$ cat src/rtl/wb_active_ctrl_if.sv
// ---------------------------------------------------------------------------
// wb_active_ctrl_if
// Purpose : Wishbone slave bus bundle for wb_active_ctrl (classic single
//           transfer: strobe/cycle in, single-cycle acknowledge out).
// Signals : wbs_stb_i, wbs_cyc_i, wbs_we_i  - strobe, cycle, write enable
//           wbs_sel_i[3:0]                  - write byte enables
//           wbs_adr_i[31:0], wbs_dat_i[31:0]- address, write data
//           wbs_ack_o, wbs_dat_o[31:0]      - acknowledge, read data
// Modports: master (bus initiator), slave (the controller).
// ---------------------------------------------------------------------------
interface wb_active_ctrl_if;
    logic        wbs_stb_i;
    logic        wbs_cyc_i;
    logic        wbs_we_i;
    logic [3:0]  wbs_sel_i;
    logic [31:0] wbs_adr_i;
    logic [31:0] wbs_dat_i;
    logic        wbs_ack_o;
    logic [31:0] wbs_dat_o;

    modport master (
        output wbs_stb_i, wbs_cyc_i, wbs_we_i, wbs_sel_i, wbs_adr_i, wbs_dat_i,
        input  wbs_ack_o, wbs_dat_o
    );

    modport slave (
        input  wbs_stb_i, wbs_cyc_i, wbs_we_i, wbs_sel_i, wbs_adr_i, wbs_dat_i,
        output wbs_ack_o, wbs_dat_o
    );
endinterface

$ cat src/rtl/wb_active_ctrl.sv
// ---------------------------------------------------------------------------
// wb_active_ctrl
// Purpose : Wishbone-controlled one-hot project enable. Selecting a new
//           project first drives `active` to all-zero for GUARD+1 cycles
//           (drain), then enables the chosen project and pulses switch_done.
// Ports   : wb_clk_i      - clock, rising edge
//           wb_rst_i      - synchronous active-high reset
//           wbs           - Wishbone slave bundle (wb_active_ctrl_if.slave)
//           la_override, la_active - only when ACTIVE_LA_OVERRIDE_EN is
//                           defined: direct combinational override of active
//           active[31:0]  - one-hot project enable
//           switch_done   - one-cycle pulse when a switch completes
// Registers (offset from BASE_ADDR):
//           0x00 SEL    [31]=enable, [4:0]=project index
//           0x04 GUARD  [7:0] drain length
//           0x08 STATUS [0]=busy [12:8]=applied index [16]=applied enable
//                       [17]=la_override [31:24]=switch counter (RO)
// Option  : define ACTIVE_LA_OVERRIDE_EN to add the logic-analyser override.
// ---------------------------------------------------------------------------
module wb_active_ctrl #(
    parameter logic [31:0] BASE_ADDR   = 32'h3000_0000,
    parameter logic [7:0]  RESET_GUARD = 8'd8
) (
    input  logic                  wb_clk_i,
    input  logic                  wb_rst_i,
    wb_active_ctrl_if.slave       wbs,
`ifdef ACTIVE_LA_OVERRIDE_EN
    input  logic                  la_override,
    input  logic [31:0]           la_active,
`endif
    output logic [31:0]           active,
    output logic                  switch_done
);

    typedef enum logic {
        S_IDLE  = 1'b0,
        S_DRAIN = 1'b1
    } state_t;

    state_t      r_state;
    logic        r_sel_en;
    logic [4:0]  r_sel_idx;
    logic [7:0]  r_guard;
    logic        r_app_en;
    logic [4:0]  r_app_idx;
    logic [7:0]  r_cnt;
    logic [7:0]  r_sw_cnt;
    logic [31:0] r_active;
    logic        r_done;
    logic        r_ack;
    logic [31:0] r_dat;

    logic        w_in_win;
    logic        w_req;
    logic        w_wr;
    logic [7:0]  w_off;
    logic        w_sel_wr;
    logic        w_guard_wr;
    logic        w_new_en;
    logic [4:0]  w_new_idx;
    logic [7:0]  w_new_guard;
    logic        w_ovr;
    logic [31:0] w_status;
    logic [31:0] w_rd_data;
    logic [31:0] w_onehot;
    logic        w_unused;

    // Window is the 256-byte page holding BASE_ADDR.
    assign w_in_win = (wbs.wbs_adr_i[31:8] == BASE_ADDR[31:8]);
    // Masking with r_ack keeps a request held through its ack from being
    // accepted again in the ack cycle.
    assign w_req    = wbs.wbs_stb_i & wbs.wbs_cyc_i & w_in_win & ~r_ack;
    assign w_wr     = w_req & wbs.wbs_we_i;
    assign w_off    = wbs.wbs_adr_i[7:0];
    assign w_sel_wr   = w_wr && (w_off == 8'h00);
    assign w_guard_wr = w_wr && (w_off == 8'h04);

    // Byte-lane merge: only lanes 0 and 3 carry SEL fields.
    assign w_new_en    = wbs.wbs_sel_i[3] ? wbs.wbs_dat_i[31]  : r_sel_en;
    assign w_new_idx   = wbs.wbs_sel_i[0] ? wbs.wbs_dat_i[4:0] : r_sel_idx;
    assign w_new_guard = wbs.wbs_sel_i[0] ? wbs.wbs_dat_i[7:0] : r_guard;

    assign w_unused = ^{wbs.wbs_dat_i[30:8]};

`ifdef ACTIVE_LA_OVERRIDE_EN
    assign w_ovr  = la_override;
    assign active = la_override ? la_active : r_active;
`else
    assign w_ovr  = 1'b0;
    assign active = r_active;
`endif

    assign w_status = {r_sw_cnt, 6'd0, w_ovr, r_app_en, 3'd0, r_app_idx,
                       7'd0, (r_state == S_DRAIN)};

    always_comb begin
        w_rd_data = 32'd0;
        case (w_off)
            8'h00:   w_rd_data = {r_sel_en, 26'd0, r_sel_idx};
            8'h04:   w_rd_data = {24'd0, r_guard};
            8'h08:   w_rd_data = w_status;
            default: w_rd_data = 32'd0;
        endcase
    end

    // Decoded target from the SEL register; all-zero when disabled.
    genvar gi;
    generate
        for (gi = 0; gi < 32; gi++) begin : g_onehot
            assign w_onehot[gi] = r_sel_en && (r_sel_idx == 5'(gi));
        end
    endgenerate

    always_ff @(posedge wb_clk_i) begin
        if (wb_rst_i) begin
            r_state   <= S_IDLE;
            r_sel_en  <= 1'b0;
            r_sel_idx <= 5'd0;
            r_guard   <= RESET_GUARD;
            r_app_en  <= 1'b0;
            r_app_idx <= 5'd0;
            r_cnt     <= 8'd0;
            r_sw_cnt  <= 8'd0;
            r_active  <= 32'd0;
            r_done    <= 1'b0;
            r_ack     <= 1'b0;
            r_dat     <= 32'd0;
        end else begin
            r_ack  <= w_req;
            r_dat  <= (w_req && !wbs.wbs_we_i) ? w_rd_data : 32'd0;
            r_done <= 1'b0;

            if (w_sel_wr) begin
                r_sel_en  <= w_new_en;
                r_sel_idx <= w_new_idx;
            end
            if (w_guard_wr) begin
                r_guard <= w_new_guard;
            end

            case (r_state)
                S_IDLE: begin
                    if (w_sel_wr && ({w_new_en, w_new_idx} != {r_app_en, r_app_idx})) begin
                        r_state  <= S_DRAIN;
                        r_active <= 32'd0;
                        r_cnt    <= r_guard;
                    end
                end
                S_DRAIN: begin
                    // A new selection restarts the full drain; the target is
                    // always read from SEL when the drain finishes.
                    if (w_sel_wr) begin
                        r_cnt <= r_guard;
                    end else if (r_cnt == 8'd0) begin
                        r_active  <= w_onehot;
                        r_app_en  <= r_sel_en;
                        r_app_idx <= r_sel_idx;
                        r_sw_cnt  <= r_sw_cnt + 8'd1;
                        r_done    <= 1'b1;
                        r_state   <= S_IDLE;
                    end else begin
                        r_cnt <= r_cnt - 8'd1;
                    end
                end
                default: r_state <= S_IDLE;
            endcase
        end
    end

    assign wbs.wbs_ack_o = r_ack;
    assign wbs.wbs_dat_o = r_dat;
    assign switch_done   = r_done;

endmodule
$ cat src/flat_wrapper.sv
// flat-port wrapper written by rule: the top's interface ports become plain ports
module wb_active_ctrl_flat 
#(
    parameter logic [31:0] BASE_ADDR   = 32'h3000_0000,
    parameter logic [7:0]  RESET_GUARD = 8'd8
)
  (wb_clk_i, wb_rst_i, active, switch_done, wbs_wbs_stb_i, wbs_wbs_cyc_i, wbs_wbs_we_i, wbs_wbs_sel_i, wbs_wbs_adr_i, wbs_wbs_dat_i, wbs_wbs_ack_o, wbs_wbs_dat_o);
  wb_active_ctrl_if wbs_i ();
  input  logic wb_clk_i;
  input  logic wb_rst_i;
  output logic [31:0] active;
  output logic switch_done;
  input wire logic [$bits(wbs_i.wbs_stb_i)-1:0] wbs_wbs_stb_i;
  input wire logic [$bits(wbs_i.wbs_cyc_i)-1:0] wbs_wbs_cyc_i;
  input wire logic [$bits(wbs_i.wbs_we_i)-1:0] wbs_wbs_we_i;
  input wire logic [$bits(wbs_i.wbs_sel_i)-1:0] wbs_wbs_sel_i;
  input wire logic [$bits(wbs_i.wbs_adr_i)-1:0] wbs_wbs_adr_i;
  input wire logic [$bits(wbs_i.wbs_dat_i)-1:0] wbs_wbs_dat_i;
  output wire logic [$bits(wbs_i.wbs_ack_o)-1:0] wbs_wbs_ack_o;
  output wire logic [$bits(wbs_i.wbs_dat_o)-1:0] wbs_wbs_dat_o;
  assign wbs_i.wbs_stb_i = wbs_wbs_stb_i;
  assign wbs_i.wbs_cyc_i = wbs_wbs_cyc_i;
  assign wbs_i.wbs_we_i = wbs_wbs_we_i;
  assign wbs_i.wbs_sel_i = wbs_wbs_sel_i;
  assign wbs_i.wbs_adr_i = wbs_wbs_adr_i;
  assign wbs_i.wbs_dat_i = wbs_wbs_dat_i;
  assign wbs_wbs_ack_o = wbs_i.wbs_ack_o;
  assign wbs_wbs_dat_o = wbs_i.wbs_dat_o;
  wb_active_ctrl #(.BASE_ADDR(BASE_ADDR), .RESET_GUARD(RESET_GUARD)) u_core (.wb_clk_i(wb_clk_i), .wb_rst_i(wb_rst_i), .wbs(wbs_i), .active(active), .switch_done(switch_done));
endmodule
$ cat config.mk
export PLATFORM = sky130hd
export DESIGN_NAME = wb_active_ctrl_flat
export DESIGN_NICKNAME = d
export VERILOG_FILES = /design/src/rtl/wb_active_ctrl_if.sv /design/src/rtl/wb_active_ctrl.sv /design/src/flat_wrapper.sv
export SDC_FILE = /design/constraint.sdc
export NUM_CORES = 1
export LEC_CHECK = 0
export BUFFER_PORTS_ARGS = -buffer_cell sky130_fd_sc_hd__buf_4
export CORE_UTILIZATION = 49
export CTS_CLUSTER_SIZE = 30
export DETAILED_ROUTE_END_ITERATION = 6
export PLACE_DENSITY = 0.79
export SYNTH_ARGS = -nofsm -noshare
export SYNTH_HDL_FRONTEND = slang
export SYNTH_SLANG_ARGS = --single-unit
$ cat constraint.sdc
create_clock -name wb_clk_i -period 2.25 [get_ports wb_clk_i]
set_input_delay 0.1125 -clock wb_clk_i [delete_from_list [all_inputs] [get_ports wb_clk_i]]
set_output_delay 0.1125 -clock wb_clk_i [all_outputs]
set_load 0.05 [all_outputs]
==> flow_results.xml, run 1 <==
<?xml version="1.0" encoding="UTF-8"?>
<metrics>
  <group name="critical_path">
    <metric name="crit_path_end_kind" unit="">flip-flop</metric>
    <metric name="cp_slowest_cell" unit="">sky130_fd_sc_hd__or3_1</metric>
    <metric name="critPathLaunchType" unit="">flip-flop</metric>
    <metric name="critical_path_stages" unit="">7</metric>
    <metric name="timing.reg2reg.worst_path_depth" unit="">7</metric>
    <metric name="signal_arrival_time_at_the_worst_endpoint" unit="ns">2.37</metric>
    <metric name="critical-path-max-stage-delay" unit="ns">0.44</metric>
    <metric name="critical_path_peak_fanout" unit="">9</metric>
    <metric name="r2r_setup_slack" unit="ns">0.14</metric>
    <metric name="cp-startpoint" unit="">u_core.wbs.wbs_ack_o</metric>
    <metric name="worstSetupPathType" unit="">reg -&gt; reg</metric>
    <metric name="path_cells" unit="">nor4_1, nand4_1, buf_4, or3_1, nor2_4, nor2b_1, a211o_1</metric>
    <metric name="cp_required" unit="ns">2.51</metric>
    <metric name="critical_register_to_register_path_startpoint" unit="">u_core.wbs.wbs_ack_o</metric>
    <metric name="worst_path_dominant_cell_family" unit="">simple AND/OR/NAND/NOR gates</metric>
    <metric name="worst_setup_path_endpoint" unit="">u_core.r_guard[3]</metric>
    <metric name="count_of_buffer_and_inverter_cells_on_the_critical_path" unit="">1</metric>
    <metric name="r2r-end" unit="">u_core.r_guard[3]</metric>
  </group>
  <group name="logic_synthesis">
    <metric name="synth_edf_count" unit="">0</metric>
    <metric name="ys_top_cells_by_area" unit="">sky130_fd_sc_hd__dfxtp_1 48%, sky130_fd_sc_hd__mux2i_1 6.7%, sky130_fd_sc_hd__a22o_1 3.6%</metric>
    <metric name="count_of_mapped_cells_out_of_synthesis" unit="">392</metric>
    <metric name="synthDominantCellAreaShare" unit="%">47.8</metric>
    <metric name="synth-seq-area-share" unit="%">47.8</metric>
    <metric name="synthesis.area" unit="sq um">3890</metric>
    <metric name="ys.flop_type" unit="">sky130_fd_sc_hd__dfxtp_1</metric>
    <metric name="synth_seq_cells" unit="">93</metric>
    <metric name="fraction_of_registers_with_async_set_reset" unit="%">0</metric>
    <metric name="synth_cell_type_count" unit="">55</metric>
    <metric name="ys.warnings.count" unit="">0</metric>
    <metric name="synth.largest_area_cell" unit="">sky130_fd_sc_hd__dfxtp_1</metric>
    <metric name="synthesized_area_per_cell" unit="sq um">9.93</metric>
  </group>
  <group name="final_layout">
    <metric name="mostFrequentLayoutCell" unit="">sky130_fd_sc_hd__buf_4</metric>
    <metric name="nNetsFinal" unit="">588</metric>
    <metric name="filler_cell_count" unit="">624</metric>
    <metric name="drive_gt1_share" unit="%">29.6</metric>
    <metric name="postLayoutCoreUtil" unit="%">66.1</metric>
    <metric name="most-common-layout-cells" unit="">120 x sky130_fd_sc_hd__buf_4, 93 x sky130_fd_sc_hd__dfxtp_1, 33 x sky130_fd_sc_hd__nor2_1, 26 x sky130_fd_sc_hd__mux2i_1, 22 x sky130_fd_sc_hd__nand2_1</metric>
    <metric name="diodes" unit="">0</metric>
    <metric name="synthToLayoutAreaGrowth" unit="%">30.6</metric>
  </group>
  <group name="drt">
    <metric name="vias_per_cell" unit="">5.38</metric>
    <metric name="num_vias" unit="">3332</metric>
    <metric name="routedWlPerCell" unit="um">14.9</metric>
    <metric name="drt_first_pass_iters" unit="">4</metric>
    <metric name="drc_violation_count_after_routing" unit="">0</metric>
    <metric name="drt-initial-drc-count" unit="">210</metric>
    <metric name="route.final.wire_length" unit="um">9200</metric>
    <metric name="remaining_antenna_violation_count_after_routing" unit="">0</metric>
  </group>
  <group name="sta">
    <metric name="finalSetupViolations" unit="">0</metric>
    <metric name="rsz0062_at_grt" unit="">no</metric>
    <metric name="period_minus_slack" unit="ns">2.11</metric>
    <metric name="hold_violations" unit="">0</metric>
    <metric name="worstMarginPinSlew" unit="ns">0.677</metric>
    <metric name="finalCritPeriodShare" unit="%">93.8</metric>
    <metric name="fmax" unit="MHz">474</metric>
    <metric name="timing.slew.headroom" unit="%">54.4</metric>
    <metric name="fin_setup_tns" unit="ns">0</metric>
    <metric name="final.setup.worst_slack" unit="ns">0.140</metric>
    <metric name="timing.clock.skew" unit="ns">0.00793</metric>
    <metric name="slew_viol_final" unit="">0</metric>
    <metric name="fin_worst_hold_slack" unit="ns">0.00605</metric>
  </group>
  <group name="place">
    <metric name="dpl.hpwl" unit="um">6820</metric>
    <metric name="io_buffers" unit="">103</metric>
    <metric name="pre_cts_slack" unit="ns">0.0959</metric>
    <metric name="final_wtd_congestion" unit="">0.901</metric>
  </group>
  <group name="floorplan">
    <metric name="num_io_pins" unit="">139</metric>
    <metric name="count_of_standard_cell_rows" unit="">32</metric>
    <metric name="coreArea" unit="sq um">7690</metric>
    <metric name="die_h" unit="um">91.1</metric>
    <metric name="starting_density_of_the_core" unit="%">50.6</metric>
    <metric name="dieArea" unit="sq um">8300</metric>
    <metric name="die_x" unit="um">91.1</metric>
  </group>
  <group name="worst_hold_path">
    <metric name="hp-class" unit="">in -&gt; reg</metric>
  </group>
  <group name="global_routing">
    <metric name="grt_first_pass_wirelength" unit="um">15500</metric>
    <metric name="grt_use_total" unit="%">23.5</metric>
    <metric name="grt_antenna_before_repair" unit="">0</metric>
    <metric name="number_of_global_route_vias_before_repair" unit="">3262</metric>
    <metric name="globalRoute.totalOverflow" unit="">0</metric>
    <metric name="maximum_number_of_pins_on_one_net_before_global_route_repair" unit="">45</metric>
  </group>
  <group name="power">
    <metric name="power.ir.vdd_worst" unit="uV">385</metric>
    <metric name="power_leakage" unit="nW">2.09</metric>
    <metric name="pwr_density_cell" unit="nW/um^2">594</metric>
    <metric name="fin_total_pwr" unit="mW">3.02</metric>
  </group>
  <group name="cts">
    <metric name="clk_latency" unit="ns">0.36</metric>
    <metric name="cts_buffers" unit="">9</metric>
    <metric name="clock_tree.htree_level_count" unit="">3</metric>
    <metric name="tritoncts" unit="">yes</metric>
    <metric name="cts.sink_count" unit="">93</metric>
    <metric name="number_of_buffers_on_the_longest_clock_path" unit="">2</metric>
    <metric name="cts_root_buffer" unit="">sky130_fd_sc_hd__clkbuf_8</metric>
    <metric name="worst_setup_hold_path_clk_slew" unit="ns">0.09</metric>
  </group>
  <group name="run">
    <metric name="cap_viol_max_count" unit="">0</metric>
  </group>
  <group name="status">
    <metric name="status" unit="">finished clean</metric>
  </group>
</metrics>
worst reg2reg max path, cell delays in order, from the launching register on:
cell,delay [ns]
sky130_fd_sc_hd__dfxtp_1,0.33
sky130_fd_sc_hd__nor4_1,0.20
sky130_fd_sc_hd__nand4_1,0.18
sky130_fd_sc_hd__buf_4,0.19
sky130_fd_sc_hd__or3_1,0.44
sky130_fd_sc_hd__nor2_4,0.31
sky130_fd_sc_hd__nor2b_1,0.09
sky130_fd_sc_hd__a211o_1,0.27
power breakdown:
part,switching (mW),internal [mW],leakage [nW]
Clock,0.619,0.565,0.107
Sequential,0.000000000232,1.64,0.749
Combinational,0.107,0.0856,1.23
area by class of cell:
type	instances	area (sq um)	share of cell area, %
Multi-Input combinational cell	275	1880	37.0
Sequential cell	93	1860	36.6
Timing Repair Buffer	126	971	19.1
Clock buffer	10	138	2.71
Tap cell	102	128	2.51
Clock inverter	6	77.6	1.53
Inverter	7	26.3	0.517
synthesized netlist by cell type (6+ instances only):
cell                        instances
sky130_fd_sc_hd__dfxtp_1           93
sky130_fd_sc_hd__inv_1              6
sky130_fd_sc_hd__nand4_1            8
sky130_fd_sc_hd__nor2_1            33
sky130_fd_sc_hd__nor4_1            13
sky130_fd_sc_hd__nand3_1           14
sky130_fd_sc_hd__clkbuf_1           7
sky130_fd_sc_hd__o2bb2ai_1         16
sky130_fd_sc_hd__and2_1            19
sky130_fd_sc_hd__mux2i_1           26
sky130_fd_sc_hd__buf_4             11
sky130_fd_sc_hd__o21ai_0            6
sky130_fd_sc_hd__xnor2_1           11
sky130_fd_sc_hd__a22o_1            16
sky130_fd_sc_hd__nor2b_1            6
sky130_fd_sc_hd__a21oi_1           15
sky130_fd_sc_hd__nand2_1           22
sky130_fd_sc_hd__nor3_1            10
logic make-up after synthesis:
kind of cell / share of synthesized area (%)
multiplexers: 6.98
XOR/XNOR: 2.70
adder cells (fa/ha/maj): 0.964
buffers and inverters: 5.08
AO/OA/AOI/OAI: 13.5
other: 0.0963
AND/OR/NAND/NOR: 22.9
flip-flops: 47.8
registers in the layout (all words and copies together) (netlist names), 5 cells and up:
| register | cells |
|---|---|
| u_core.active | 32 |
| u_core.wbs.wbs_dat_o | 22 |
| u_core.r_cnt | 8 |
| u_core.r_guard | 8 |
| u_core.r_sw_cnt | 8 |
| u_core.r_app_idx | 5 |
| u_core.r_sel_idx | 5 |
layer usage:
layer | vias up | routed length (um) | global-route usage (%)
li1 | 1637 | - | -
met1 | 1579 | 3790 | 28.4
met2 | 97 | 4800 | 41.2
met3 | 19 | 429 | 4.86
met4 | 0 | 174 | 8.60
met5 | - | 0 | 0
stage by stage:
stage	area, sq um	cells
5_1_grt	5080	619
6_report	5080	619
3_3_place_gp	4800	598
2_1_floorplan	3930	401
4_1_cts	5070	619
3_5_place_dp	4800	598
worst min-delay path by stage:
| stage | start | end | slack (ns) | cells after the start |
|---|---|---|---|---|
| 3_5_place_dp | wbs_wbs_dat_i[3] | u_core.r_guard[3] | 0.35 | 2 |
| 4_1_cts | wbs_wbs_dat_i[1] | u_core.r_guard[1] | 0.002 | 3 |
| 6_report | wbs_wbs_dat_i[1] | u_core.r_guard[1] | 0.006 | 3 |
| 5_1_grt | wbs_wbs_dat_i[1] | u_core.r_guard[1] | 0.02 | 3 |
| 2_1_floorplan | wbs_wbs_dat_i[3] | u_core.r_guard[3] | 0.23 | 1 |
| 3_3_place_gp | wbs_wbs_dat_i[3] | u_core.r_guard[3] | 0.34 | 2 |
repair_timing:
item	4_1_cts	5_1_grt
gates resized for setup	0	3
setup endpoints to repair	0	12
hold endpoints to repair	5	0
buffers inserted	0	0
hold buffers	5	0
Power figures use the tool's default switching activity.
==> run 2, diff against run 1 <==
- CORE_UTILIZATION: 49 -> 51
- CTS_BUF_LIST: unset -> sky130_fd_sc_hd__clkbuf_4
- PLACE_DENSITY: 0.79 -> 0.82
==> flow_results.xml, run 2 (same netlist as run 1, synthesis figures left out) <==
<?xml version="1.0" encoding="UTF-8"?>
<metrics>
  <group name="drt">
    <metric name="remaining_antenna_violation_count_after_routing" unit="">0</metric>
    <metric name="drc_violation_count_after_routing" unit="">0</metric>
    <metric name="vias_per_cell" unit="">5.48</metric>
    <metric name="route.final.wire_length" unit="um">9530</metric>
    <metric name="drt-initial-drc-count" unit="">198</metric>
    <metric name="num_vias" unit="">3434</metric>
    <metric name="routedWlPerCell" unit="um">15.2</metric>
    <metric name="drt_first_pass_iters" unit="">5</metric>
  </group>
  <group name="cts">
    <metric name="clk_latency" unit="ns">0.47</metric>
    <metric name="cts_root_buffer" unit="">sky130_fd_sc_hd__clkbuf_4</metric>
    <metric name="cts_post_setup_buffers_inserted" unit="">0</metric>
    <metric name="cts.sink_count" unit="">93</metric>
    <metric name="number_of_buffers_on_the_longest_clock_path" unit="">2</metric>
    <metric name="clock_tree.htree_level_count" unit="">3</metric>
    <metric name="worst_setup_hold_path_clk_slew" unit="ns">0.16</metric>
    <metric name="cts_buffers" unit="">9</metric>
    <metric name="tritoncts" unit="">yes</metric>
  </group>
  <group name="floorplan">
    <metric name="die_h" unit="um">89.4</metric>
    <metric name="count_of_standard_cell_rows" unit="">31</metric>
    <metric name="coreArea" unit="sq um">7330</metric>
    <metric name="dieArea" unit="sq um">7990</metric>
    <metric name="num_io_pins" unit="">139</metric>
    <metric name="die_x" unit="um">89.4</metric>
    <metric name="starting_density_of_the_core" unit="%">53.1</metric>
  </group>
  <group name="place">
    <metric name="io_buffers" unit="">103</metric>
    <metric name="placedCellCount" unit="">596</metric>
    <metric name="final_wtd_congestion" unit="">0.854</metric>
    <metric name="dpl.hpwl" unit="um">6870</metric>
  </group>
  <group name="sta">
    <metric name="finalCritPeriodShare" unit="%">96.5</metric>
    <metric name="finalSetupViolations" unit="">0</metric>
    <metric name="hold_violations" unit="">0</metric>
    <metric name="timing.slew.headroom" unit="%">55.4</metric>
    <metric name="timing.clock.skew" unit="ns">0.0316</metric>
    <metric name="fin_setup_tns" unit="ns">0</metric>
    <metric name="fin_worst_hold_slack" unit="ns">0.0311</metric>
    <metric name="period_minus_slack" unit="ns">2.17</metric>
    <metric name="fmax" unit="MHz">460</metric>
    <metric name="rsz0062_at_grt" unit="">no</metric>
    <metric name="worstMarginPinSlew" unit="ns">0.662</metric>
    <metric name="slew_viol_final" unit="">0</metric>
  </group>
  <group name="global_routing">
    <metric name="number_of_global_route_vias_before_repair" unit="">3198</metric>
    <metric name="grt_first_pass_wirelength" unit="um">15000</metric>
    <metric name="grt_use_total" unit="%">24.9</metric>
    <metric name="globalRoute.totalOverflow" unit="">0</metric>
    <metric name="maximum_number_of_pins_on_one_net_before_global_route_repair" unit="">33</metric>
    <metric name="grt_antenna_before_repair" unit="">0</metric>
  </group>
  <group name="final_layout">
    <metric name="mostFrequentLayoutCell" unit="">sky130_fd_sc_hd__buf_4</metric>
    <metric name="nNetsFinal" unit="">599</metric>
    <metric name="most-common-layout-cells" unit="">121 x sky130_fd_sc_hd__buf_4, 93 x sky130_fd_sc_hd__dfxtp_1, 33 x sky130_fd_sc_hd__nor2_1, 26 x sky130_fd_sc_hd__mux2i_1, 21 x sky130_fd_sc_hd__nand2_1</metric>
    <metric name="postLayoutCoreUtil" unit="%">70.0</metric>
    <metric name="synthToLayoutAreaGrowth" unit="%">31.8</metric>
    <metric name="fin_cells" unit="">627</metric>
    <metric name="largest_register_ffs" unit="">32</metric>
    <metric name="drive_gt1_share" unit="%">30.1</metric>
    <metric name="diodes" unit="">0</metric>
  </group>
  <group name="critical_path">
    <metric name="path_cells" unit="">nor4_2, nand4_1, buf_4, or3_1, nor2_4, nor2b_1, a211o_1</metric>
    <metric name="critical_path_peak_fanout" unit="">9</metric>
    <metric name="worstSetupPathType" unit="">reg -&gt; reg</metric>
    <metric name="count_of_buffer_and_inverter_cells_on_the_critical_path" unit="">1</metric>
    <metric name="worst_path_dominant_cell_family" unit="">simple AND/OR/NAND/NOR gates</metric>
    <metric name="cp_slowest_cell" unit="">sky130_fd_sc_hd__or3_1</metric>
    <metric name="critical-path-max-stage-delay" unit="ns">0.46</metric>
    <metric name="signal_arrival_time_at_the_worst_endpoint" unit="ns">2.55</metric>
    <metric name="crit_path_end_kind" unit="">flip-flop</metric>
    <metric name="critPathLaunchType" unit="">flip-flop</metric>
    <metric name="timing.reg2reg.worst_path_depth" unit="">7</metric>
    <metric name="cp_required" unit="ns">2.63</metric>
    <metric name="r2r_setup_slack" unit="ns">0.08</metric>
    <metric name="critical_path_stages" unit="">7</metric>
  </group>
  <group name="worst_hold_path">
    <metric name="hp-class" unit="">in -&gt; reg</metric>
    <metric name="worstHoldPathCells" unit="">3</metric>
  </group>
  <group name="power">
    <metric name="power.ir.vdd_worst" unit="uV">445</metric>
    <metric name="pwr_density_cell" unit="nW/um^2">538</metric>
    <metric name="power_leakage" unit="nW">2.10</metric>
  </group>
  <group name="status">
    <metric name="status" unit="">finished clean</metric>
  </group>
  <group name="run">
    <metric name="cap_viol_max_count" unit="">0</metric>
  </group>
</metrics>
[run 2: through the flow]
stage	total power [mW]	worst slack [ns]	area, sq um
CTS	2.77	0.00715	5100
detailed placement	1.87	-0.00599	4810
finish	2.76	0.0782	5130
global route	2.86	0.0359	5130
floorplan	1.80	0.0908	3930
global placement	1.87	0.0638	4810
[run 2: what timing repair did]
item,4_1_cts,5_1_grt
hold buffers,15,0
setup endpoints to repair,0,33
endpoints found under the hold margin,23,0
gates resized for setup,0,7
[run 2: layer usage]
metal  share of wire, %  vias up  global-route usage (%)
met5                  0        -                       0
met4                1.7        0                    10.7
met3                5.0       10                    5.26
met2                 51      126                    42.7
met1                 43     1633                    30.2
li1                   -     1665                       -
[run 2: worst paths after layout]
path                        start                        to
max          u_core.wbs.wbs_ack_o         u_core.r_guard[3]
min              wbs_wbs_adr_i[3]  u_core.wbs.wbs_dat_o[31]
max reg2reg  u_core.wbs.wbs_ack_o         u_core.r_guard[3]
min reg2reg     u_core.active[29]         u_core.active[29]
[run 2: report_power, final]
part | switching, mW | internal, mW
registers | 0.000000000289 | 1.65
logic | 0.113 | 0.0963
clock network | 0.634 | 0.267
total | 0.747 | 2.01
[run 2: worst min-delay path, stage by stage]
cell	delay (ns)
sky130_fd_sc_hd__buf_4	0.14
sky130_fd_sc_hd__mux2i_1	0.14
sky130_fd_sc_hd__nor3b_1	0.06
[run 2: cell type report]
class / instances / area (sq um)
Fill cell: 557 / 2200
Multi-Input combinational cell: 275 / 1900
Clock buffer: 9 / 67.6
Sequential cell: 93 / 1860
Inverter: 7 / 26.3
Tap cell: 99 / 124
Timing Repair Buffer: 137 / 1080
Clock inverter: 7 / 76.3
==> run 3, diff against run 2 <==
- ABC_AREA: unset -> 1
- CORE_UTILIZATION: 51 -> 53
==> flow_results.xml, run 3 <==
<?xml version="1.0" encoding="UTF-8"?>
<metrics>
  <group name="final_layout">
    <metric name="mostFrequentLayoutCell" unit="">sky130_fd_sc_hd__nand2_1</metric>
    <metric name="most-common-layout-cells" unit="">157 x sky130_fd_sc_hd__nand2_1, 155 x sky130_fd_sc_hd__nor2_1, 111 x sky130_fd_sc_hd__buf_4, 93 x sky130_fd_sc_hd__dfxtp_1, 70 x sky130_fd_sc_hd__inv_1</metric>
    <metric name="synthToLayoutAreaGrowth" unit="%">22.4</metric>
    <metric name="fin_cells" unit="">889</metric>
    <metric name="largest_register_ffs" unit="">32</metric>
    <metric name="drive_gt1_share" unit="%">18.1</metric>
    <metric name="nNetsFinal" unit="">855</metric>
    <metric name="postLayoutCoreUtil" unit="%">67.5</metric>
    <metric name="regArea" unit="sq um">1860</metric>
    <metric name="filler_cell_count" unit="">722</metric>
    <metric name="total_area_of_multi_input_combinational_cells" unit="sq um">2210</metric>
    <metric name="diodes" unit="">0</metric>
  </group>
  <group name="sta">
    <metric name="finalSetupViolations" unit="">0</metric>
    <metric name="fin_worst_hold_slack" unit="ns">0.0424</metric>
    <metric name="fin_setup_tns" unit="ns">0</metric>
    <metric name="final.setup.worst_slack" unit="ns">0.299</metric>
    <metric name="period_minus_slack" unit="ns">1.95</metric>
    <metric name="timing.slew.headroom" unit="%">59.2</metric>
    <metric name="slew_viol_final" unit="">0</metric>
    <metric name="rsz0062_at_grt" unit="">no</metric>
    <metric name="finalCritPeriodShare" unit="%">86.7</metric>
    <metric name="fmax" unit="MHz">512</metric>
    <metric name="hold_violations" unit="">0</metric>
    <metric name="worstMarginPinSlew" unit="ns">0.610</metric>
    <metric name="timing.clock.skew" unit="ns">0.0185</metric>
  </group>
  <group name="cts">
    <metric name="clock_tree.htree_level_count" unit="">3</metric>
    <metric name="cts.sink_count" unit="">93</metric>
    <metric name="cts_buffers" unit="">9</metric>
    <metric name="number_of_buffers_on_the_longest_clock_path" unit="">2</metric>
    <metric name="cts_root_buffer" unit="">sky130_fd_sc_hd__clkbuf_4</metric>
    <metric name="tritoncts" unit="">yes</metric>
    <metric name="cts_post_setup_buffers_inserted" unit="">0</metric>
    <metric name="worst_setup_hold_path_clk_slew" unit="ns">0.16</metric>
    <metric name="clk_latency" unit="ns">0.46</metric>
  </group>
  <group name="floorplan">
    <metric name="count_of_standard_cell_rows" unit="">33</metric>
    <metric name="die_x" unit="um">94.7</metric>
    <metric name="coreArea" unit="sq um">8260</metric>
    <metric name="dieArea" unit="sq um">8970</metric>
    <metric name="die_h" unit="um">94.7</metric>
    <metric name="starting_density_of_the_core" unit="%">55.2</metric>
    <metric name="num_io_pins" unit="">139</metric>
  </group>
  <group name="drt">
    <metric name="routedWlPerCell" unit="um">12.3</metric>
    <metric name="remaining_antenna_violation_count_after_routing" unit="">0</metric>
    <metric name="route.final.wire_length" unit="um">11000</metric>
    <metric name="num_vias" unit="">4444</metric>
    <metric name="drt_first_pass_iters" unit="">5</metric>
    <metric name="vias_per_cell" unit="">5.00</metric>
    <metric name="drt-initial-drc-count" unit="">293</metric>
    <metric name="drc_violation_count_after_routing" unit="">0</metric>
  </group>
  <group name="critical_path">
    <metric name="path_cells" unit="">inv_1, nand2_1, nand3b_1, nor2_2, nand4_4, a211oi_1, dlygate4sd3_1</metric>
    <metric name="r2r_setup_slack" unit="ns">0.30</metric>
    <metric name="critical_path_peak_fanout" unit="">16</metric>
    <metric name="count_of_buffer_and_inverter_cells_on_the_critical_path" unit="">2</metric>
    <metric name="cp_required" unit="ns">2.66</metric>
    <metric name="timing.reg2reg.worst_path_depth" unit="">7</metric>
    <metric name="critical_register_to_register_path_startpoint" unit="">u_core.wbs.wbs_ack_o</metric>
    <metric name="worst_path_dominant_cell_family" unit="">simple AND/OR/NAND/NOR gates</metric>
    <metric name="worstSetupPathType" unit="">reg -&gt; reg</metric>
    <metric name="critPathLaunchType" unit="">flip-flop</metric>
    <metric name="signal_arrival_time_at_the_worst_endpoint" unit="ns">2.36</metric>
    <metric name="critical-path-max-stage-delay" unit="ns">0.58</metric>
    <metric name="cp_slowest_cell" unit="">sky130_fd_sc_hd__dlygate4sd3_1</metric>
    <metric name="crit_path_end_kind" unit="">flip-flop</metric>
    <metric name="r2r-end" unit="">u_core.r_guard[6]</metric>
  </group>
  <group name="place">
    <metric name="pre_cts_slack" unit="ns">0.390</metric>
    <metric name="placedCellCount" unit="">863</metric>
    <metric name="dpl.hpwl" unit="um">7760</metric>
    <metric name="final_wtd_congestion" unit="">0.889</metric>
    <metric name="io_buffers" unit="">103</metric>
  </group>
  <group name="global_routing">
    <metric name="globalRoute.totalOverflow" unit="">0</metric>
    <metric name="number_of_global_route_vias_before_repair" unit="">4167</metric>
    <metric name="grt_antenna_before_repair" unit="">0</metric>
    <metric name="grt_use_total" unit="%">25.6</metric>
    <metric name="grt_first_pass_wirelength" unit="um">18200</metric>
    <metric name="groute.layer.met2.usage" unit="%">43.3</metric>
    <metric name="globalRouteMet1Util" unit="%">32.1</metric>
    <metric name="grt_use_met3" unit="%">3.54</metric>
    <metric name="grt_most_used_layer" unit="">met2</metric>
    <metric name="maximum_number_of_pins_on_one_net_before_global_route_repair" unit="">41</metric>
  </group>
  <group name="run">
    <metric name="cap_viol_max_count" unit="">0</metric>
  </group>
  <group name="logic_synthesis">
    <metric name="ys.flop_type" unit="">sky130_fd_sc_hd__dfxtp_1</metric>
    <metric name="post-synth-top-count-cell" unit="">sky130_fd_sc_hd__nand2_1</metric>
    <metric name="synth_seq_cells" unit="">93</metric>
    <metric name="synthesis.area" unit="sq um">4550</metric>
    <metric name="synth-seq-area-share" unit="%">40.9</metric>
    <metric name="synthDominantCellAreaShare" unit="%">40.9</metric>
    <metric name="count_of_mapped_cells_out_of_synthesis" unit="">678</metric>
    <metric name="synth_edf_count" unit="">0</metric>
    <metric name="synth.top_cells.by_count" unit="">157 x sky130_fd_sc_hd__nand2_1, 155 x sky130_fd_sc_hd__nor2_1, 93 x sky130_fd_sc_hd__dfxtp_1</metric>
    <metric name="ys.warnings.count" unit="">0</metric>
    <metric name="synth.largest_area_cell" unit="">sky130_fd_sc_hd__dfxtp_1</metric>
    <metric name="ys_top_cells_by_area" unit="">sky130_fd_sc_hd__dfxtp_1 41%, sky130_fd_sc_hd__nand2_1 13%, sky130_fd_sc_hd__nor2_1 13%</metric>
    <metric name="fraction_of_registers_with_async_set_reset" unit="%">0</metric>
    <metric name="synth_cell_type_count" unit="">30</metric>
    <metric name="synthesized_area_per_cell" unit="sq um">6.72</metric>
  </group>
  <group name="power">
    <metric name="power.ir.vdd_worst" unit="uV">361</metric>
    <metric name="pwr_density_cell" unit="nW/um^2">509</metric>
    <metric name="power_leakage" unit="nW">2.81</metric>
  </group>
  <group name="worst_hold_path">
    <metric name="hp-start" unit="">wbs_wbs_adr_i[2]</metric>
    <metric name="hp-class" unit="">in -&gt; reg</metric>
    <metric name="worstHoldPathCells" unit="">3</metric>
    <metric name="hold_path_end" unit="">u_core.wbs.wbs_dat_o[7]</metric>
  </group>
  <group name="status">
    <metric name="status" unit="">finished clean</metric>
  </group>
</metrics>
==> run 3: changes by cell type after synthesis, sizes merged, moves of 7 or more <==
cell / delta
a22o: -16
and2: -19
buf: +8
inv: +69
mux2i: -26
nand2: +136
nand3: +17
nand3b: +30
nor2: +123
nor3: +7
nor4: -16
o21ai: +13
o2bb2ai: -16
xnor2: -10
==> run 3: final cells by class <==
type	instances	share of cell area (%)
Clock inverter	7	1.66
Inverter	75	5.05
Clock buffer	9	1.21
Multi-Input combinational cell	479	39.6
Sequential cell	93	33.4
Tap cell	105	2.36
Timing Repair Buffer	121	16.7
==> run 3: cells by family (layout without fill, tap and decap cells) <==
family / after synthesis / after routing / share of synthesized area, %
buf+inv: 115 / 212 / 11.6
simple gates: 405 / 405 / 38.7
flops: 93 / 93 / 40.9
other cells: 1 / 10 / 0.0823
xor+xnor: 7 / 7 / 1.35
fa+ha+maj: 3 / 3 / 0.824
compound gates: 54 / 54 / 6.57
==> run 3: how the worst max path moves through the flow <==
stage / slack [ns] / end / start / cells after the start
detailed placement: 0.39 / u_core.active[3] / u_core.r_sel_idx[3] / 10
global route: 0.09 / u_core.r_guard[6] / u_core.wbs.wbs_ack_o / 7
floorplan: 0.50 / u_core.r_sw_cnt[7] / u_core.wbs.wbs_ack_o / 10
global placement: 0.42 / u_core.active[3] / u_core.r_sel_idx[3] / 10
CTS: 0.22 / u_core.r_guard[6] / u_core.wbs.wbs_ack_o / 7
finish: 0.30 / u_core.r_guard[6] / u_core.wbs.wbs_ack_o / 7
==> run 3: what timing repair did <==
item | 4_1_cts | 5_1_grt
endpoints found under the setup margin | 0 | 1
hold endpoints to repair | 14 | 0
hold buffers | 10 | 0
gates resized for setup | 0 | 1
==> run 3: worst reg2reg max path, cell delays in order (launching register included) <==
cell	delay (ns)
sky130_fd_sc_hd__dfxtp_1	0.34
sky130_fd_sc_hd__inv_1	0.05
sky130_fd_sc_hd__nand2_1	0.05
sky130_fd_sc_hd__nand3b_1	0.18
sky130_fd_sc_hd__nor2_2	0.21
sky130_fd_sc_hd__nand4_4	0.23
sky130_fd_sc_hd__a211oi_1	0.28
sky130_fd_sc_hd__dlygate4sd3_1	0.58
==> run 3: power by group <==
group          internal (mW)  leakage, nW   switching, mW
Combinational         0.0811         1.98           0.111
Clock                  0.368       0.0858           0.631
Sequential              1.65        0.749  0.000000000258
Total                   2.10         2.81           0.743
==> run 3: through the flow <==
step / total power [mW] / area (sq um)
2_1_floorplan: 1.79 / 4590
3_3_place_gp: 1.86 / 5310
3_5_place_dp: 1.86 / 5310
4_1_cts: 2.85 / 5570
5_1_grt: 2.94 / 5580
6_report: 2.84 / 5580
==> run 3: per-layer routing <==
| metal | vias up | share of wire, % |
|---|---|---|
| met5 | - | 0 |
| li1 | 2293 | - |
| met4 | 0 | 2.3 |
| met3 | 25 | 5.9 |
| met2 | 161 | 47 |
| met1 | 1965 | 45 |
